**src/rtl/game_render_sequencer.sv**
```systemverilog
// rtl/game_render_sequencer.sv - frame render sequencer: background, objects per class, hook, frame wait
module game_render_sequencer #(
    parameter int NUM_CLASSES = 3,
    parameter int CW          = 3,
    parameter int MAX_OBJ     = 5
) (
    input  logic                      clk,
    input  logic                      reset,
    input  logic                      go,
    input  logic [NUM_CLASSES*CW-1:0] class_target,
    input  logic                      bg_done,
    input  logic                      obj_done,
    input  logic                      hook_done,
    input  logic                      frame_tick,
    input  logic                      game_end,
    output logic                      enable_draw_background,
    output logic                      enable_random,
    output logic [NUM_CLASSES-1:0]    enable_draw_obj,
    output logic [CW-1:0]             obj_class,
    output logic [CW-1:0]             obj_index,
    output logic                      enable_draw_hook,
    output logic                      clear_objects,
    output logic                      placing,
    output logic                      frame_done
);

    // class counter must be able to hold NUM_CLASSES itself (the "all classes done" value)
    localparam int CLW = $clog2(NUM_CLASSES + 1);

    typedef enum logic [3:0] {
        IDLE, BG, SEL, RAND_X, RAND_Y, DRAW_OBJ, HOOK, HOOK_WAIT, FRAME_WAIT, DONE
    } state_t;

    state_t           state;
    logic [CLW-1:0]   class_cnt;
    logic [CW-1:0]    idx;
    logic [CW-1:0]    tgt [NUM_CLASSES];
    logic [CW-1:0]    cur_tgt;
    logic             placing_r;
    logic             frame_done_r;

    function automatic logic [CW-1:0] clamp(input logic [CW-1:0] v);
        return (v > CW'(MAX_OBJ)) ? CW'(MAX_OBJ) : v;
    endfunction

    always_comb begin
        cur_tgt = '0;
        for (int c = 0; c < NUM_CLASSES; c++) begin
            if (class_cnt == CLW'(c)) cur_tgt = tgt[c];
        end
    end

    always_ff @(posedge clk or posedge reset) begin
        if (reset) begin
            state        <= IDLE;
            class_cnt    <= '0;
            idx          <= '0;
            placing_r    <= 1'b1;
            frame_done_r <= 1'b0;
            for (int c = 0; c < NUM_CLASSES; c++) tgt[c] <= '0;
        end else begin
            frame_done_r <= 1'b0;
            case (state)
                IDLE, DONE: begin
                    if (go) begin
                        for (int c = 0; c < NUM_CLASSES; c++)
                            tgt[c] <= clamp(class_target[c*CW +: CW]);
                        placing_r <= 1'b1;
                        state     <= BG;
                    end
                end
                BG: begin
                    if (bg_done) begin
                        class_cnt <= '0;
                        idx       <= '0;
                        state     <= SEL;
                    end
                end
                SEL: begin
                    if (class_cnt == CLW'(NUM_CLASSES)) begin
                        state <= HOOK;
                    end else if (idx == cur_tgt) begin
                        class_cnt <= class_cnt + 1'b1;
                        idx       <= '0;
                    end else begin
                        state <= placing_r ? RAND_X : DRAW_OBJ;
                    end
                end
                RAND_X: state <= RAND_Y;
                RAND_Y: state <= DRAW_OBJ;
                DRAW_OBJ: begin
                    if (obj_done) begin
                        idx   <= idx + 1'b1;
                        state <= SEL;
                    end
                end
                HOOK: state <= HOOK_WAIT;
                HOOK_WAIT: begin
                    if (hook_done) begin
                        frame_done_r <= 1'b1;
                        state        <= FRAME_WAIT;
                    end
                end
                FRAME_WAIT: begin
                    // game_end wins over a coincident frame_tick
                    if (game_end) begin
                        state <= DONE;
                    end else if (frame_tick) begin
                        placing_r <= 1'b0;
                        state     <= BG;
                    end
                end
                default: state <= IDLE;
            endcase
        end
    end

    logic addr_valid;
    assign addr_valid = (state == RAND_X) || (state == RAND_Y) || (state == DRAW_OBJ);

    assign enable_draw_background = (state == BG);
    assign enable_random          = (state == RAND_X) || (state == RAND_Y);
    assign enable_draw_hook       = (state == HOOK);
    assign clear_objects          = (state == DONE);
    assign placing                = placing_r && (state != IDLE) && (state != DONE);
    assign frame_done             = frame_done_r;
    assign obj_class              = addr_valid ? CW'(class_cnt) : '0;
    assign obj_index              = addr_valid ? idx : '0;

    always_comb begin
        enable_draw_obj = '0;
        if (state == DRAW_OBJ) begin
            for (int c = 0; c < NUM_CLASSES; c++) begin
                if (class_cnt == CLW'(c)) enable_draw_obj[c] = 1'b1;
            end
        end
    end

endmodule

```
**config.mk**
```make
export PLATFORM = sky130hd
export DESIGN_NAME = game_render_sequencer
export DESIGN_NICKNAME = d
export VERILOG_FILES = /design/src/rtl/game_render_sequencer.sv
export SDC_FILE = /design/constraint.sdc
export NUM_CORES = 1
export LEC_CHECK = 0
export ABC_AREA = 0
export ABC_CLOCK_PERIOD_IN_PS = 3200
export BUFFER_PORTS_ARGS = -buffer_cell sky130_fd_sc_hd__buf_2
export CAP_MARGIN = 10
export CORE_MARGIN = 2
export CORE_UTILIZATION = 30
export DETAILED_ROUTE_END_ITERATION = 8
export PLACE_DENSITY = 0.54
export SLEW_MARGIN = 20
export SYNTH_ARGS = -nofsm -noshare
export SYNTH_HDL_FRONTEND = slang
export SYNTH_SLANG_ARGS = --single-unit
```
**constraint.sdc**
```tcl
create_clock -name clk -period 3.2 [get_ports clk]
set_clock_uncertainty 0.05 [all_clocks]
set_input_delay 0.32 -clock clk [delete_from_list [all_inputs] [get_ports clk]]
set_output_delay 0.32 -clock clk [all_outputs]
set_load 0.01 [all_outputs]
```
==> metrics <==
largest net degree at the start of global routing=21; die width=around 73 um; Worst R2R Path Depth=7; status=finished clean; ANT nets after route=0; Layout Cells excl Fill=241; sequential share of the synthesized area=a little over a third; commonest non-fill, non-tap cell in the layout=buf_2; IO Pins=32; main combinational cell family by area after synthesis=simple AND/OR/NAND/NOR gates; Mapped Cells=161; worst ir drop on vdd=~0.00022 V; WL final=around 3100 um; Hold-fix buffers, CTS=0; most used cell, CP=nor2_1; Cell Count Post-Placement=~240; FMAX=between 400 and 500 MHz; FF-to-FF End=state[3]; vias per cell=4.909; Crit Path Class=flop to output pin; Core ar.=between 4000 and 5000 um2; CP Max Fanout=16; Hold WS=around 0.14 ns; htree depth=1; First DRT Iteration DRCs=48; # nets final=between 200 and 250; Post-route DRC=0; TritonCTS clock tree=built; Crit-path slowest cell=dfrtp_1; max_cap viols=0; Finished Cell Area=1663 um2; vias=approximately 1200; Clock transition at path regs=around 0.08 ns; Die Y=around 73 um; worst setup path end=obj_class[1]; Synth Area in Compound Gates=between 10% and 20%; drt pass-1 iters=4; RSZ-0062 raised after global routing=no; initial antenna violation count=0; yosys warns=0; Setup Buffers After CTS=0; HPWL Detailed=~2400 um; Crit. End Element=output pin; Layout fillers=around 480; actual slew at the worst max-slew pin=around 0.8 ns; R2R Path Start=class_cnt[1]; largest stage delay on the critical path=around 0.70 ns; type of origin of the critical path=flop; net count after synthesis=183; CTS root buf=clkbuf_8; final hold vios=0; dpl cell area=about 1600 um2; EDFF count, synth=0; Setup WS post-layout=0.9361 ns; Clk Latency, worst-skew pair=~0.27 ns; most common flop cell mapped by yosys=dfrtp_1; GRT Overall Usage=12.46%; Hold/Removal Path Class=input port to asynchronous set/reset pin; Synth Area in Simple Gates=a little over a quarter; global-route wire length before repair=4947 um; Mapped Area=between 1000 and 1500 um2; syn_area_per_cell=about 8.9 um2; Post-Synth XOR/XNOR Area=under 10%; Yosys cell types=46; Leakage=0.7585 nW; Overflow after GRT=0; post_cts resized=0; per-cell routed wire length=between 10 and 15 um; number of global-route vias before repair=between 1000 and 1500; area share of fa/ha/maj cells after synthesis=approximately 4.4%; Post-synth ARST share=100.0%; crit path cell chain=nand2b_1 -> nor2_1 -> nor2_1 -> nor2_1 -> buf_2; fin crit share=between 70% and 80%; ANT cells=0; Final setup viols=0; Yosys reg bits=20; most frequent cells in the layout=buf_2, nor2_1, nand2_1, dfrtp_1, o21ai_0; Slew Viols, Final=0; post-synthesis mux area share=under 10%; Die ar.=5322 um2; Num CTS Buffers=3; row cnt=25; Setup Slack @ Placement=0.9927 ns; Worst slew margin=between 40% and 50%; # clock sinks=20; reg2reg setup slack=0.98 ns; share of cells above drive strength 1=about a quarter; input/output buffers=30; Placer Congestion=0.7806; Fin Setup TNS=0 ns; minimum clock period=around 2.3 ns; Initial Util=a little under a third; power per standard cell area=about 900 nW/um2; clock buffer depth=2; critical path startpoint=state[3]; CP required=roughly 2.8 ns; critical path arrival=roughly 1.9 ns; P&R area growth vs syn=16.58%
## logic make-up after synthesis
logic type | Yosys count
buf+inv | 18
mux | 8
xor+xnor | 4
flops | 20
simple gates | 72
compound gates | 33
other cells | 1
fa+ha+maj | 5
## cell type report
cell class | count | area, um2 | share of cell area [%]
tap | 54 | 67.56 | 4.063
clock inverter | 1 | 30.03 | 1.806
sequential | 20 | 501.7 | 30.17
timing repair buffer | 30 | 150.1 | 9.029
clock buffer | 3 | 41.29 | 2.483
multi-input combinational | 123 | 834.6 | 50.19
inverter | 10 | 37.54 | 2.257
## synth_stat cells, drive strengths merged (2+ instances only)
master / number / area [um2]
nor2: 20 / 75.07
ha: 5 / 62.56
buf: 6 / 45.04
dfrtp: 19 / 475.5
a31oi: 2 / 12.51
mux2: 5 / 63.81
nor3: 6 / 35.03
o21ai: 11 / 55.05
o311ai: 2 / 17.52
o211ai: 3 / 36.28
o22ai: 2 / 12.51
clkbuf: 2 / 7.510
mux2i: 3 / 30.03
inv: 10 / 37.54
nand2b: 8 / 57.55
nand2: 19 / 71.32
nor2b: 6 / 37.54
nand3b: 3 / 22.52
and2: 2 / 12.51
xor2: 4 / 35.03
a21oi: 5 / 25.02
## routing by layer
layer	GRT usage [%]	part of all wire, %	up-vias	routed length (um)
li1	-	-	604	-
met1	17.84	51	547	1586
met2	17.98	43	27	1354
met3	2.210	4.1	5	127
met4	6.173	2.0	0	64
met5	0	0	-	0
## registers in the layout, summed over array words and instances (netlist names)
register / flops
placing_r: 1
frame_done: 1
class_cnt: 2
idx: 3
state: 4
tgt: 9
## critical path, delay by kind of cell, from the launching register on
kind / cells / cell delay [ns]
simple gates: 4 / 0.76
flops: 1 / 0.70
buf+inv: 1 / 0.15
## worst min-delay path by stage
stage / start / to / cells after the start
floorplan: reset / class_cnt[0] / 1
global placement: tgt[6] / tgt[6] / 2
detailed placement: placing_r / placing_r / 2
CTS: reset / tgt[1] / 2
global route: reset / class_cnt[0] / 2
finish: reset / state[0] / 2
## power breakdown
group          switching [W]  internal, W  leakage (nW)  total (W)
logic               0.000398     0.000354         0.470   0.000752
registers           0.000160     0.000360         0.253   0.000520
clock network      0.0000958     0.000167        0.0357   0.000263
## metrics by stage
step	utilization (%)	power, W
2_1_floorplan	-	0.001125
3_3_place_gp	34.15	0.001282
3_5_place_dp	34.15	0.001287
4_1_cts	35.68	0.001552
5_1_grt	35.68	0.001658
6_report	35.68	0.001535
Note: power is estimated with default switching activity, not from simulation.
